### src/rtl/id_ex_stage.sv
// ID/EX pipeline register with load-use hazard detection, flush squash and
// saturating stall/flush event counters.
module id_ex_stage #(
   parameter int unsigned DATA_W = 32,
   parameter int unsigned RA_W   = 5,
   parameter int unsigned CNT_W  = 16
) (
   input  logic              clk,
   input  logic              rst,
   input  logic              id_valid,
   input  logic              id_wen,
   input  logic              id_alusrc,
   input  logic              id_regdst,
   input  logic              id_branch,
   input  logic              id_memwrite,
   input  logic              id_memread,
   input  logic              id_memtoreg,
   input  logic [2:0]        id_aluop,
   input  logic [DATA_W-1:0] id_rdata1,
   input  logic [DATA_W-1:0] id_rdata2,
   input  logic [DATA_W-1:0] id_imm,
   input  logic [RA_W-1:0]   id_rs,
   input  logic [RA_W-1:0]   id_rt,
   input  logic [RA_W-1:0]   id_rd,
   input  logic              flush,
   output logic              ex_valid,
   output logic              ex_wen,
   output logic              ex_alusrc,
   output logic              ex_branch,
   output logic              ex_memwrite,
   output logic              ex_memread,
   output logic              ex_memtoreg,
   output logic [2:0]        ex_aluop,
   output logic [DATA_W-1:0] ex_rdata1,
   output logic [DATA_W-1:0] ex_rdata2,
   output logic [DATA_W-1:0] ex_imm,
   output logic [RA_W-1:0]   ex_rs,
   output logic [RA_W-1:0]   ex_rt,
   output logic [RA_W-1:0]   ex_dst,
   output logic              stall,
   output logic [CNT_W-1:0]  stall_cnt,
   output logic [CNT_W-1:0]  flush_cnt
);

   logic uses_rt;
   logic hazard;
   logic bubble;

   // Hazard detection against the load currently sitting in EX
   always_comb begin
      uses_rt = 1'b0;
      hazard  = 1'b0;
      uses_rt = !id_alusrc || id_memwrite || id_branch;
      hazard  = ex_valid && ex_memread && (ex_dst != '0) &&
                ((ex_dst == id_rs) || ((ex_dst == id_rt) && uses_rt)) &&
                id_valid;
   end

   // Flush overrides the stall; the bubble it loads also resolves the hazard
   assign stall  = hazard && !flush;
   assign bubble = flush || hazard || !id_valid;

   // Pipeline register: captures every edge, either the decode slot or a bubble
   always_ff @(posedge clk or posedge rst) begin
      if (rst) begin
         ex_valid    <= 1'b0;
         ex_wen      <= 1'b0;
         ex_alusrc   <= 1'b0;
         ex_branch   <= 1'b0;
         ex_memwrite <= 1'b0;
         ex_memread  <= 1'b0;
         ex_memtoreg <= 1'b0;
         ex_aluop    <= '0;
         ex_rdata1   <= '0;
         ex_rdata2   <= '0;
         ex_imm      <= '0;
         ex_rs       <= '0;
         ex_rt       <= '0;
         ex_dst      <= '0;
      end else if (bubble) begin
         ex_valid    <= 1'b0;
         ex_wen      <= 1'b0;
         ex_alusrc   <= 1'b0;
         ex_branch   <= 1'b0;
         ex_memwrite <= 1'b0;
         ex_memread  <= 1'b0;
         ex_memtoreg <= 1'b0;
         ex_aluop    <= '0;
         ex_rdata1   <= '0;
         ex_rdata2   <= '0;
         ex_imm      <= '0;
         ex_rs       <= '0;
         ex_rt       <= '0;
         ex_dst      <= '0;
      end else begin
         ex_valid    <= 1'b1;
         ex_wen      <= id_wen;
         ex_alusrc   <= id_alusrc;
         ex_branch   <= id_branch;
         ex_memwrite <= id_memwrite;
         ex_memread  <= id_memread;
         ex_memtoreg <= id_memtoreg;
         ex_aluop    <= id_aluop;
         ex_rdata1   <= id_rdata1;
         ex_rdata2   <= id_rdata2;
         ex_imm      <= id_imm;
         ex_rs       <= id_rs;
         ex_rt       <= id_rt;
         ex_dst      <= id_regdst ? id_rd : id_rt;
      end
   end

   // Saturating event counters for stalls and squashed valid instructions
   always_ff @(posedge clk or posedge rst) begin
      if (rst) begin
         stall_cnt <= '0;
         flush_cnt <= '0;
      end else begin
         if (stall && (stall_cnt != '1)) begin
            stall_cnt <= stall_cnt + CNT_W'(1);
         end
         if (flush && id_valid && (flush_cnt != '1)) begin
            flush_cnt <= flush_cnt + CNT_W'(1);
         end
      end
   end

endmodule

### config.mk
export PLATFORM = sky130hd
export DESIGN_NAME = id_ex_stage
export DESIGN_NICKNAME = d
export VERILOG_FILES = /design/src/rtl/id_ex_stage.sv
export SDC_FILE = /design/constraint.sdc
export NUM_CORES = 1
export LEC_CHECK = 0
export ABC_CLOCK_PERIOD_IN_PS = 6200
export CORE_ASPECT_RATIO = 1.1
export CORE_MARGIN = 10
export CORE_UTILIZATION = 41
export CTS_BUF_LIST = sky130_fd_sc_hd__clkbuf_4
export DETAILED_ROUTE_END_ITERATION = 10
export PLACE_DENSITY_LB_ADDON = 0.2
export SLEW_MARGIN = 10
export SYNTH_ARGS = -nofsm -noshare
export SYNTH_HDL_FRONTEND = slang
export SYNTH_SLANG_ARGS = --single-unit
### constraint.sdc
create_clock -name clk -period 6.2 [get_ports clk]
set_input_delay 0.62 -clock clk [delete_from_list [all_inputs] [get_ports clk]]
set_output_delay 0.62 -clock clk [all_outputs]
set_load 0.1 [all_outputs]
==> parameters.txt <==
Parameter                              Value

Clock tree
  Postcts setup bufs ... 0
  Insertion delay of the later-clocked pin in the worst-skew pair ... about 0.54 ns
  Maximum level of the CTS H-tree ... 4
  TritonCTS Sinks ... approximately 150
  Number of buffers on the longest clock path ... 2
  Clock tree from TritonCTS ... done
  Root buf cell ... clkbuf_4
  Number of clock buffers inserted by TritonCTS ... 17
  Resize count post-CTS ... 0
  Cts hold-fix bufs ... 0
  Clock-pin transition on the worst setup and hold timing paths ... roughly 0.13 ns

Global route
  Congestion Overflow GR ... 0
  Number of antenna violations at the first check in global routing ... 2
  Most crowded layer after global routing ... met2
  Met1 Track Usage GR ... 18.62%
  Vias in the first global route ... approximately 4,700
  First-pass GRT wire length ... 26,750 microns
  Met3 Track Usage GR ... 11.56%
  Pin count of the biggest net entering global routing ... approximately 120
  Overall Global Routing Usage ... 18.53%
  GR met2 Demand/Resource ... 30.84%

Hold path
  Hold Path Class ... flop to flop

Setup path
  Critical path fanouts, max ... 18
  Class of the most critical setup path ... input pin to primary output
  Setup crit end kind ... primary output
  Startpoint Class ... input pin
  Arrival time of data at the critical path endpoint ... 3.54 ns
  Crit path required time ... 5.58 ns

STA
  Final number of max-transition violations ... 0
  Final period demand of the worst path ... ~4.2 ns
  Max-Slew Margin vs Limit ... 28.53%
  Setup repair after global routing missed its margin ... false
  Measured slew at the worst slew-check pin ... 1.069 ns
  Number of hold violations in the final report ... 0
  Total Negative Setup Slacks ... 0 ns
  Count of final setup violators ... 0
  Post-Route Skew ... 0.01770 ns
  Max frequency ... 240.6 MHz
  Worst slack on hold paths ... between 0.4 and 0.5 ns
  Period utilisation layout ... around two thirds

Synthesis
  Sequential fraction of the synthesis area ... 66.99%
  Count of flip-flops with a built-in enable after synthesis ... 0
  Most numerous cell in the Yosys netlist ... dfrtp_1
  Asr flop ratio synth ... 100.0%
  Flop and latch count out of synthesis ... around 150
  Number of instances in the synthesized netlist ... between 400 and 500
  Main synth FF type ... dfrtp_1
  Syn_nets ... about 560
  Synth area leaders ... dfrtp_1 (67%), and2_1 (13%), xnor2_1 (3.4%)
  Number of warnings reported in the yosys synthesis log ... 0
  Post-synthesis instance area ... 5715 sq um
  Library cells used by synthesis ... 39
  Average cell area after synthesis ... 13.11 sq um
  Yosys top cell by area ... dfrtp_1
  Top-area cell type share of the netlist area ... 66.99%
  Synth cell count leaders ... dfrtp_1 (153), and2_1 (116), xnor2_1 (22)

Route
  Wirelength per Cell ... 18.86 microns
  First-iteration detailed-routing DRC count ... approximately 290
  Avg Vias per Cell ... 4.607
  Count of unresolved DRC violations after routing ... 0
  ANT nets after route ... 0
  Overall routed net length ... 17,350 microns
  Router iterations before antenna repair ... 4
  Via Count ... 4,238

Cells and area
  Filler cell count in the final layout ... ~1,100
  Area Growth Syn to Fin ... 57.27%
  Final non-filler cell total ... 920
  Nets ... roughly 850
  Post-Route Utilization ... 65.43%
  Fraction of layout instances using a drive strength above 1 ... about 5.6%

Power and ir drop
  Pwr Total ... 0.002506 W
  Part of the total power dissipated in combinational logic ... between 20% and 30%
  Power per cell area ... between 200 and 300 nW/um^2
  Switch Pwr ... 0.0008580 W
  Design internal power ... 0.001648 W
  Clock network fraction of design power ... 30.0%
  Leakage ... 3.972 nW
  Net switching share of the total power ... 34.24%
  Max rail drop VDD ... 0.0001695 V
  Portion of total power attributed to sequential cells ... 43.2%

Floorplanning
  Die Height ... 143.8 microns
  Die ar. ... around 19,000 sq um
  Floorplan Core Area ... 13,740 sq um
  Die Width ... 132.6 microns
  Number of cell rows ... 45
  Number of ports placed on the die boundary ... 279
  Starting Density ... a little over two fifths

Flow run
  Number of max-capacitance violations reported ... 0

Placed design
  Count of port buffers added during placement ... 278
  Placed instance count ... 887
  Half-perimeter wire length of the detailed placement result ... 13,740 microns
  Global placement routability congestion ... between 0.8 and 0.9

Outcome
  Run status ... finished clean
==> logic make-up after synthesis <==
kind of cell / synth area share [%]
AOI/OAI and AO/OA: 1.620
xor gates and xnor gates: 5.670
buffers and inverters: 2.758
and+or+nand+nor: 21.08
adders and majority gates: 0.4378
muxes: 1.445
DFF: 66.99
==> final timing paths <==
check / from / endpoint / slack [ns] / cells past startpoint
min reg2reg: flush_cnt[7]$_DFFE_PP0P_ / flush_cnt[7]$_DFFE_PP0P_ / 0.49 / 1
max in group asynchronous: rst / ex_rdata2[1]$_DFF_PP0_ / 4.29 / 3
max reg2reg: ex_dst[0]$_DFF_PP0_ / ex_rdata1[30]$_DFF_PP0_ / 3.58 / 6
min in group asynchronous: rst / ex_rdata1[21]$_DFF_PP0_ / 0.63 / 2
min: flush_cnt[7]$_DFFE_PP0P_ / flush_cnt[7]$_DFFE_PP0P_ / 0.49 / 1
max: id_rt[0] / stall / 2.04 / 6
==> registers in the layout (all words and copies together), names as in the netlist, 3 cells and up <==
register	flops
ex_aluop	3
ex_dst	5
stall_cnt	16
ex_rdata2	32
flush_cnt	16
ex_rs	5
ex_rdata1	32
ex_imm	32
ex_rt	5
==> power by group through the flow <==
stage	Clock, W	Sequential, W	Combinational (W)
2_1_floorplan	0	0.00147	0.0000927
3_3_place_gp	0	0.00110	0.000672
3_5_place_dp	0	0.00110	0.000677
4_1_cts	0.000774	0.00108	0.000679
5_1_grt	0.000821	0.00109	0.000698
6_report	0.000751	0.00108	0.000671
==> area by class of cell <==
| type | count | area (sq um) | share of cell area [%] |
|---|---|---|---|
| clock inverter | 12 | 222.7 | 2.478 |
| clock buffer | 19 | 142.6 | 1.587 |
| multi-input combinational | 262 | 1737 | 19.32 |
| inverter | 4 | 20.02 | 0.2227 |
| sequential | 153 | 3829 | 42.59 |
| timing repair buffer | 280 | 2798 | 31.12 |
| tap | 188 | 235.2 | 2.617 |
| antenna | 2 | 5.005 | 0.05568 |
==> metal layers <==
metal / up-vias / wire [microns] / part of all wire (%)
met3: 21 / 2284 / 13
met2: 196 / 8769 / 51
met4: 2 / 315 / 1.8
li1: 1982 / - / -
met1: 2037 / 5971 / 34
met5: - / 12 / 0.069
==> placed cells by master, fill, tap and decap left out, drive strengths merged <==
cell type / n
or2: 1
xor2: 15
a2bb2oi: 1
clkinvlp: 2
nand3: 13
mux2: 2
nand4b: 1
diode: 2
nor2: 14
and4: 4
nand4: 13
a311o: 1
nor3b: 1
nor2b: 6
a41oi: 2
a22o: 1
nor4b: 1
nand3b: 1
clkdlybuf4s50: 278
or4: 1
and2: 116
xnor2: 22
a21oi: 3
dfrtp: 153
and3: 7
mux2i: 6
bufinv: 6
nand2: 15
ha: 2
o211ai: 1
clkbuf: 19
buf: 2
or3: 1
o21ai: 2
nor3: 4
nor4: 4
inv: 5
nand2b: 1
clkinv: 3
==> worst max-delay path, stage by stage <==
cell             delay [ns]
clkdlybuf4s50_1        0.46
xor2_1                 0.17
nor4_1                 0.28
a22o_1                 0.62
and2_1                 0.22
clkdlybuf4s50_1        1.14
==> through the flow <==
| stage | cell area [sq um] | setup WS, ns |
|---|---|---|
| finish | 8989 | 2.043 |
| global route | 8989 | 1.850 |
| CTS | 8984 | 2.013 |
| detailed placement | 8618 | 2.047 |
| global placement | 8618 | 2.043 |
| floorplan | 5715 | 1.459 |
(Power assumes the default switching activity.)
